### src/rtl/mem_stage_sram_ctrl.sv
// MEM stage controller: 32-bit loads/stores as two half-word accesses on a 16-bit async SRAM.
// Optional address range check is enabled by defining MEM_ADDR_CHECK_EN.
module mem_stage_sram_ctrl #(
  parameter int SRAM_WAIT = 3,
  parameter int BASE_ADDR = 1024,
  parameter int ADDR_W    = 18
) (
  input  logic              clk,
  input  logic              rst,
  input  logic              mem_r_en,
  input  logic              mem_w_en,
  input  logic [31:0]       alu_res,
  input  logic [31:0]       val_rm,
  output logic              ready,
  output logic [31:0]       data_mem,
  output logic [ADDR_W-1:0] sram_addr,
  output logic [15:0]       sram_dq_o,
  output logic              sram_dq_oe,
  input  logic [15:0]       sram_dq_i,
  output logic              sram_we_n,
  output logic              addr_err
);

  localparam logic [1:0] S_IDLE = 2'd0;
  localparam logic [1:0] S_LO   = 2'd1;
  localparam logic [1:0] S_HI   = 2'd2;
  localparam logic [1:0] S_DONE = 2'd3;

  localparam int CNT_W = 4;
  localparam logic [CNT_W-1:0] CNT_LAST       = CNT_W'(SRAM_WAIT - 1);
  localparam logic [CNT_W-1:0] CNT_STROBE_END = CNT_W'(SRAM_WAIT - 2);
  localparam logic [31:0]      BASE           = 32'(BASE_ADDR);

  logic [1:0]        r_state;
  logic [1:0]        w_nextState;
  logic [CNT_W-1:0]  r_cnt;
  logic [CNT_W-1:0]  w_nextCnt;
  logic              r_write;
  logic [ADDR_W-2:0] r_widx;
  logic [15:0]       r_wdataHi;
  logic [15:0]       r_lo16;
  logic [31:0]       r_dataMem;
  logic [ADDR_W-1:0] r_sramAddr;
  logic [15:0]       r_dqO;
  logic              r_dqOe;
  logic              r_weN;

  logic              w_req;
  logic              w_lastCnt;
  logic              w_rangeErr;
  logic [31:0]       w_offset;
  logic [29:0]       w_widxFull;
  logic [ADDR_W-2:0] w_widx;
  logic              w_unused;

  assign w_req      = mem_r_en | mem_w_en;
  assign w_offset   = alu_res - BASE;
  assign w_widxFull = w_offset[31:2];
  assign w_widx     = w_widxFull[ADDR_W-2:0];
  assign w_lastCnt  = (r_cnt == CNT_LAST);
  assign w_unused   = ^{w_offset[1:0], w_widxFull};

`ifdef MEM_ADDR_CHECK_EN
  logic r_addrErr;

  assign w_rangeErr = (alu_res < BASE) || ((w_widxFull >> (ADDR_W - 1)) != '0);

  always_ff @(posedge clk) begin
    if (!rst) begin
      r_addrErr <= 1'b0;
    end else if (r_state == S_IDLE && w_req && w_rangeErr) begin
      r_addrErr <= 1'b1;
    end
  end

  assign addr_err = r_addrErr;
`else
  assign w_rangeErr = 1'b0;
  assign addr_err   = 1'b0;
`endif

  // DONE always returns to IDLE: the frozen pipeline still presents the finished request there.
  always_comb begin
    w_nextState = r_state;
    w_nextCnt   = r_cnt;
    case (r_state)
      S_IDLE: begin
        if (w_req) begin
          w_nextCnt   = '0;
          w_nextState = w_rangeErr ? S_DONE : S_LO;
        end
      end
      S_LO: begin
        if (w_lastCnt) begin
          w_nextState = S_HI;
          w_nextCnt   = '0;
        end else begin
          w_nextCnt = r_cnt + CNT_W'(1);
        end
      end
      S_HI: begin
        if (w_lastCnt) begin
          w_nextState = S_DONE;
          w_nextCnt   = '0;
        end else begin
          w_nextCnt = r_cnt + CNT_W'(1);
        end
      end
      default: begin
        w_nextState = S_IDLE;
        w_nextCnt   = '0;
      end
    endcase
  end

  // SRAM pins are registered from the state being entered; the strobe lifts on the last cycle of each half.
  always_ff @(posedge clk) begin
    if (!rst) begin
      r_state    <= S_IDLE;
      r_cnt      <= '0;
      r_write    <= 1'b0;
      r_widx     <= '0;
      r_wdataHi  <= '0;
      r_lo16     <= '0;
      r_dataMem  <= '0;
      r_sramAddr <= '0;
      r_dqO      <= '0;
      r_dqOe     <= 1'b0;
      r_weN      <= 1'b1;
    end else begin
      r_state <= w_nextState;
      r_cnt   <= w_nextCnt;
      case (r_state)
        S_IDLE: begin
          if (w_req) begin
            r_write   <= mem_w_en;
            r_widx    <= w_widx;
            r_wdataHi <= val_rm[31:16];
            if (w_rangeErr) begin
              if (!mem_w_en) begin
                r_dataMem <= '0;
              end
            end else begin
              r_sramAddr <= {w_widx, 1'b0};
              r_dqO      <= val_rm[15:0];
              r_dqOe     <= mem_w_en;
              r_weN      <= ~mem_w_en;
            end
          end
        end
        S_LO: begin
          if (w_lastCnt) begin
            r_lo16     <= sram_dq_i;
            r_sramAddr <= {r_widx, 1'b1};
            r_dqO      <= r_wdataHi;
            r_weN      <= ~r_write;
          end else begin
            r_weN <= ~(r_write && (w_nextCnt <= CNT_STROBE_END));
          end
        end
        S_HI: begin
          if (w_lastCnt) begin
            r_dqOe <= 1'b0;
            r_weN  <= 1'b1;
            if (!r_write) begin
              r_dataMem <= {sram_dq_i, r_lo16};
            end
          end else begin
            r_weN <= ~(r_write && (w_nextCnt <= CNT_STROBE_END));
          end
        end
        default: begin
          r_dqOe <= 1'b0;
          r_weN  <= 1'b1;
        end
      endcase
    end
  end

  assign ready      = ((r_state == S_IDLE) && !w_req) || (r_state == S_DONE);
  assign data_mem   = r_dataMem;
  assign sram_addr  = r_sramAddr;
  assign sram_dq_o  = r_dqO;
  assign sram_dq_oe = r_dqOe;
  assign sram_we_n  = r_weN;

endmodule
### config.mk
export PLATFORM = sky130hd
export DESIGN_NAME = mem_stage_sram_ctrl
export DESIGN_NICKNAME = d
export VERILOG_FILES = /design/src/rtl/mem_stage_sram_ctrl.sv
export SDC_FILE = /design/constraint.sdc
export NUM_CORES = 1
export LEC_CHECK = 0
export BUFFER_PORTS_ARGS = -buffer_cell sky130_fd_sc_hd__buf_2
export CORE_MARGIN = 1.5
export CORE_UTILIZATION = 45
export CTS_CLUSTER_SIZE = 40
export DETAILED_ROUTE_END_ITERATION = 7
export PLACE_DENSITY = 0.79
export SYNTH_ARGS = -nofsm -noshare
export SYNTH_HDL_FRONTEND = slang
export SYNTH_SLANG_ARGS = --single-unit
### constraint.sdc
create_clock -name clk -period 2.2 [get_ports clk]
set_input_delay 0.33 -clock clk [delete_from_list [all_inputs] [get_ports clk]]
set_output_delay 0.33 -clock clk [all_outputs]
set_load 0.005 [all_outputs]
After elaboration in Yosys (flattened, before gate mapping)
Index checks and enable logic that the tools add are counted.
{"block": "classes", "n_reduce_logical": 13, "magnitude_cmp": 1, "eq_ne": 7, "mux": 20, "bitwise": 5, "n_addsub": 2}
{"operator": "18-bit 2-to-1 mux", "n": 2}
{"operator": "18-bit one-hot mux with 2 select lines", "n": 1}
{"operator": "16-bit 2-to-1 mux", "n": 2}
{"operator": "16-bit one-hot mux with 2 select lines", "n": 1}
{"operator": "19-bit by 11-bit subtractor with 19-bit output, second input constant", "n": 1}
{"operator": "3-bit AND reduction", "n": 4}
{"operator": "4-bit 2-to-1 mux", "n": 2}
{"operator": "4-bit one-hot mux with 2 select lines", "n": 1}
{"operator": "2-bit 2-to-1 mux", "n": 3}
{"operator": "2-bit inequality test, second input constant", "n": 3}
{"operator": "1-bit one-hot mux with 3 select lines", "n": 2}
{"operator": "2-bit one-hot mux with 3 select lines", "n": 1}
{"operator": "1-bit 2-to-1 mux", "n": 5}
{"operator": "4-bit by 1-bit adder with 4-bit output, second input constant", "n": 1}
{"operator": "2-bit equality test, second input constant", "n": 2}
{"operator": "4-bit by 2-bit equality test with 1-bit output, second input constant", "n": 1}
{"operator": "4-bit by 1-bit less-or-equal comparator with 1-bit output, second input constant", "n": 1}
{"operator": "1-bit inverter", "n": 4}
{"operator": "2-bit AND reduction", "n": 2}
{"operator": "2-bit by 1-bit equality test with 1-bit output, second input constant", "n": 1}
{"operator": "1-bit logical AND", "n": 2}
{"operator": "2-bit zero test", "n": 1}
{"operator": "2-bit nonzero test", "n": 1}
{"operator": "2-bit OR reduction", "n": 1}
{"operator": "other kinds (3)", "n": 3}
{"block": "totals", "in_bits": 84, "register_bits": 124}

Logic depth before layout (Yosys ltp)
{"block": "depth", "word_depth": 8, "mapped_depth": 8, "mapped_depth_nobuf": 6}

Worst setup path before layout
OpenSTA, ideal clock, no wires.
{"block": "synth_path", "path_kind": "input -> register", "from": "input port alu_res[10]", "to": "register r_sramAddr[17] (netlist: sram_addr[17])", "arrival_time_ps": 1701, "t_required_ps": 2067, "path_buffers": 0, "setup_ps": 133, "setup_slack_ps": 367, "path_stages": 6, "cell_sequence": "inv_1 -> ha_1 -> or3b_1 -> or4_1 -> xor2_1 -> o221ai_1"}
{"block": "synth_between", "elab_chain_len": 3}
{"item": "start: declaration", "line": "12", "rtl": "input logic [31:0] alu_res,"}
{"item": "19-bit by 11-bit subtractor with 19-bit output", "line": "57", "rtl": "assign w_offset = alu_res - BASE;"}
{"item": "18-bit 2-to-1 mux", "line": "135", "rtl": "if (w_req) begin"}
{"item": "18-bit one-hot mux with 2 select lines", "line": "133", "rtl": "case (r_state)"}
{"item": "end signal: assignment", "line": "144", "rtl": "r_sramAddr <= {w_widx, 1'b0};"}
{"item": "end signal: assignment", "line": "154", "rtl": "r_sramAddr <= {r_widx, 1'b1};"}
{"item": "end: declaration", "line": "43", "rtl": "logic [ADDR_W-1:0] r_sramAddr;"}
No other way between the ends. The select of a mux whose other input is x is not followed.
A chain may end at the register's enable or synchronous reset.

Final worst setup path
{"block": "layout_path", "from": "register r_state[0]", "to": "output port ready"}
{"block": "layout_between", "elab_chain_len": 3, "elab_cells_between_ends": 4, "classes_between": "1 x eq/ne; 3 x reduce/logical"}
{"item": "start: declaration", "line": "34", "rtl": "logic [1:0] r_state;"}
{"item": "start signal: assignment", "line": "131", "rtl": "r_state <= w_nextState;"}
{"item": "2-bit zero test", "line": "180", "rtl": "assign ready = ((r_state == S_IDLE) && !w_req) || (r_state == S_DONE);"}
{"item": "1-bit logical AND", "line": "180"}
{"item": "1-bit logical OR *", "line": "180"}
{"item": "end: declaration", "line": "14", "rtl": "output logic ready,"}
Every way passes the cells marked *; elsewhere a longest branch is shown, timed or not.

==> results by group <==
Timing
  – Slew Viols, Final: 0
  – Tightest Pin Transition: 590 ps
  – Final setup violation count: 0
  – Achievable frequency: 0.485 GHz
  – Setup WS post-layout: 136 ps
  – Final hold viol count: 0
  – Setup_tns: 0 ps
  – Worst Skew: 6.27 ps
  – RSZ-0062 raised after global routing: false
  – Period utilization: 93.8%
  – Slew Limit Headroom: 60.6%
  – Min Tclk post-route: 2060 ps

Placed design
  – Minimum setup slack after placement: 102 ps
  – IO buf count: 137
  – Dpl hpwl: 8790 um
  – Gp weighted congestion: 0.804

Logic synthesis
  – Syn Nets: 692
  – Top cells by area, synth: dfxtp_1 49%, nand2_1 12%, a21oi_1 8.6%, mux2i_1 5.3%, o211a_1 4.7%
  – Synth Register Bits: 124
  – Fraction of registers with async set/reset: 0%
  – Area leader, netlist: dfxtp_1
  – Cell area after synthesis: 5090 um^2
  – Yosys top cell area share: 48.8%
  – Prevailing post-synth register cell: dfxtp_1
  – Post-Syn Instances: 603
  – Syn_area_per_cell: 8.44 um^2
  – Synth warn: 0
  – Seq/Total Area, Yosys: 48.8%
  – EDFF count, synth: 0
  – Synth cell types: 48

Route
  – WL final: 13,200 um
  – # DRC: 0
  – First drt pass iteration count: 5
  – Wire per inst: 14.9 um
  – Via Count: 4,759
  – Routed vias/inst: 5.38
  – Initial DRC Count: 350
  – Post-DRT Antenna Nets: 0

Setup path
  – CP startpoint: r_state[0]$_SDFFE_PN0P_
  – Crit Path Class: reg -> out
  – R2R Path End: sram_addr[16]$_SDFFE_PN0P_
  – Crit path max-delay cell type: or3b_1
  – CP Capture Point: ready
  – Crit Path Max Fanout: 8
  – Worst reg2reg path depth: 5
  – Crit path arrival time: 1730 ps
  – Delay-heaviest family, CP: simple AND/OR/NAND/NOR gates
  – Setup crit end kind: primary output
  – WP depth: 5
  – Critical path buffers and inverters: 2
  – Crit path cell chain: inv_1 -> ha_2 -> or3b_1 -> nand2b_1 -> buf_2
  – Worst setup SP type: flip-flop
  – Crit path largest cell delay: 400 ps
  – Critical Path RT: 1870 ps
  – R2R setup slack: 270 ps
  – Worst r2r src: r_cnt[1]$_SDFF_PN0_

Cells and area
  – Diodes inserted: 0
  – Fillers: 970
  – Share of cells above drive strength 1: 26.2%
  – Register area: 2480 um^2
  – Synth-to-layout area growth: 27.4%
  – Multi-input logic area: 2400 um^2
  – Nets@finish: 820

Clock tree
  – CTS tree: built
  – Clk root buf: clkbuf_16
  – PostCTS Resize Cnt: 0
  – Clk pin slew, worst setup/hold paths: 50 ps
  – Clk_lat worst skew: 420 ps
  – H-tree levels: 4
  – Post-CTS setup buffer count: 0
  – Clk sinks: 124
  – Clock buffer depth: 2
  – CTS buffer count: 17
  – Number of hold buffers added after cts: 0

Floorplanning
  – Die Wd: 109 um
  – Row count: 38
  – Initial Utilization: 46.5%
  – Chip height: 109 um
  – Core Box Area: 10,900 um^2
  – Num ports: 154
  – Die area: 12,000 um^2

Global routing
  – Total gr overflow: 0
  – First-pass GRT wire length: 21,000 um
  – Total GRT Usage: 22.6%
  – Vias in the first global route: 4,480
  – Largest net degree at the start of global routing: 57
  – Antenna violations before repair: 0

Power and ir drop
  – Pleak: 2.89 nW
  – PD cells: 1280 nW/um^2
  – Worst vdd rail ir drop: 736 uV

Job
  – # Max-Cap Violations: 0

Outcome
  – Outcome: complete, no violations

Min path
  – Worst hold-check path type: in -> reg
registers in the layout, summed over array words and instances (netlist names):
register,flops
sram_dq_oe,1
sram_addr,18
r_wdataHi,16
r_lo16,16
r_widx,17
sram_dq_o,16
data_mem,32
r_cnt,4
r_write,1
r_state,2
sram_we_n,1
cells in the mapped netlist (5+ instances only):
cell      instances
buf_2             9
clkbuf_1         29
nand3_1           6
o21ai_0           5
mux2i_1          27
buf_4             5
o211a_1          24
nor3_1            9
xnor2_1           5
nor2_1           21
o221ai_1          5
dfxtp_1         124
ha_1              5
a21oi_1          87
nand2_1         160
o21ai_1          29
worst reg2reg max path, cell delays in order (launching register included):
cell      delay (ps)
dfxtp_1          470
nor4b_2          560
nand3_1          260
nand2_1          170
buf_12           200
o221ai_1         140
placed cells by master (no fill, tap or decap), types with 3 or more instances in the layout:
cell type / count
inv_1: 4
mux2i_1: 27
o21ai_1: 28
nor3_1: 9
clkbuf_1: 3
dfxtp_1: 124
buf_2: 137
buf_4: 12
buf_12: 4
clkinv_2: 5
o21ai_0: 5
o22ai_1: 4
clkbuf_16: 17
clkinv_4: 3
a21oi_1: 87
a211oi_1: 4
nand3_1: 6
nand2b_1: 3
nor2_1: 20
o221ai_1: 5
ha_1: 3
nand2_1: 160
o21a_1: 3
o211a_1: 24
xnor2_1: 5
area by class of cell:
class	instances	area share (%)
Timing Repair Buffer	153	13.2
Inverter	6	0.347
Sequential cell	124	38.3
Clock buffer	21	6.95
Clock inverter	11	1.49
Multi-Input combinational cell	429	37.0
Tap cell	140	2.70
worst min path at each step:
stage | startpoint | cells after the start | end
after floorplan | alu_res[10] | 1 | r_widx[8]$_SDFFE_PN0P_
after global placement | r_lo16[8]$_SDFFE_PN0P_ | 2 | data_mem[8]$_SDFFE_PN0P_
after detailed placement | r_lo16[9]$_SDFFE_PN0P_ | 2 | data_mem[9]$_SDFFE_PN0P_
after CTS | alu_res[10] | 2 | r_widx[8]$_SDFFE_PN0P_
after global routing | val_rm[18] | 3 | r_wdataHi[2]$_SDFFE_PN0P_
final | alu_res[10] | 2 | r_widx[8]$_SDFFE_PN0P_
metrics by stage:
| stage | cell area [um^2] | std cells | utilization (%) | hold slack, ps | power [W] |
|---|---|---|---|---|---|
| 6_report | 6480 | 884 | 59.3 | 150 | 0.00830 |
| 3_3_place_gp | 5930 | 852 | 54.3 | 436 | 0.00564 |
| 4_1_cts | 6480 | 884 | 59.3 | 126 | 0.00836 |
| 2_1_floorplan | 5090 | 603 | - | 426 | 0.00477 |
| 5_1_grt | 6480 | 884 | 59.3 | 143 | 0.00879 |
| 3_5_place_dp | 5930 | 852 | 54.3 | 442 | 0.00575 |
where the power goes:
group	switching (W)	internal (W)	total [W]	leakage (nW)
clock network	0.000995	0.00157	0.00257	0.267
logic	0.00150	0.00115	0.00266	1.61
registers	0.000306	0.00277	0.00307	1.01
logic make-up after synthesis:
group                    after synthesis  synth area share [%]
AND/OR/NAND/NOR                      222                  19.2
AO/OA/AOI/OAI                        168                  20.1
flip-flops                           124                  48.8
buffers and inverters                 50                  4.28
multiplexers                          27                  5.31
XOR/XNOR                               6                  1.03
adder cells (fa/ha/maj)                5                  1.23
other                                  1                0.0737
routing by layer:
layer	share of wire, %	wire (um)	track usage [%]	vias up
met1	42	5590	26.6	2237
met3	8.2	1080	7.77	13
met4	1.1	148	8.72	0
li1	-	-	-	2333
met5	0	0	0	-
met2	48	6350	37.9	176
Power figures use the tool's default switching activity.
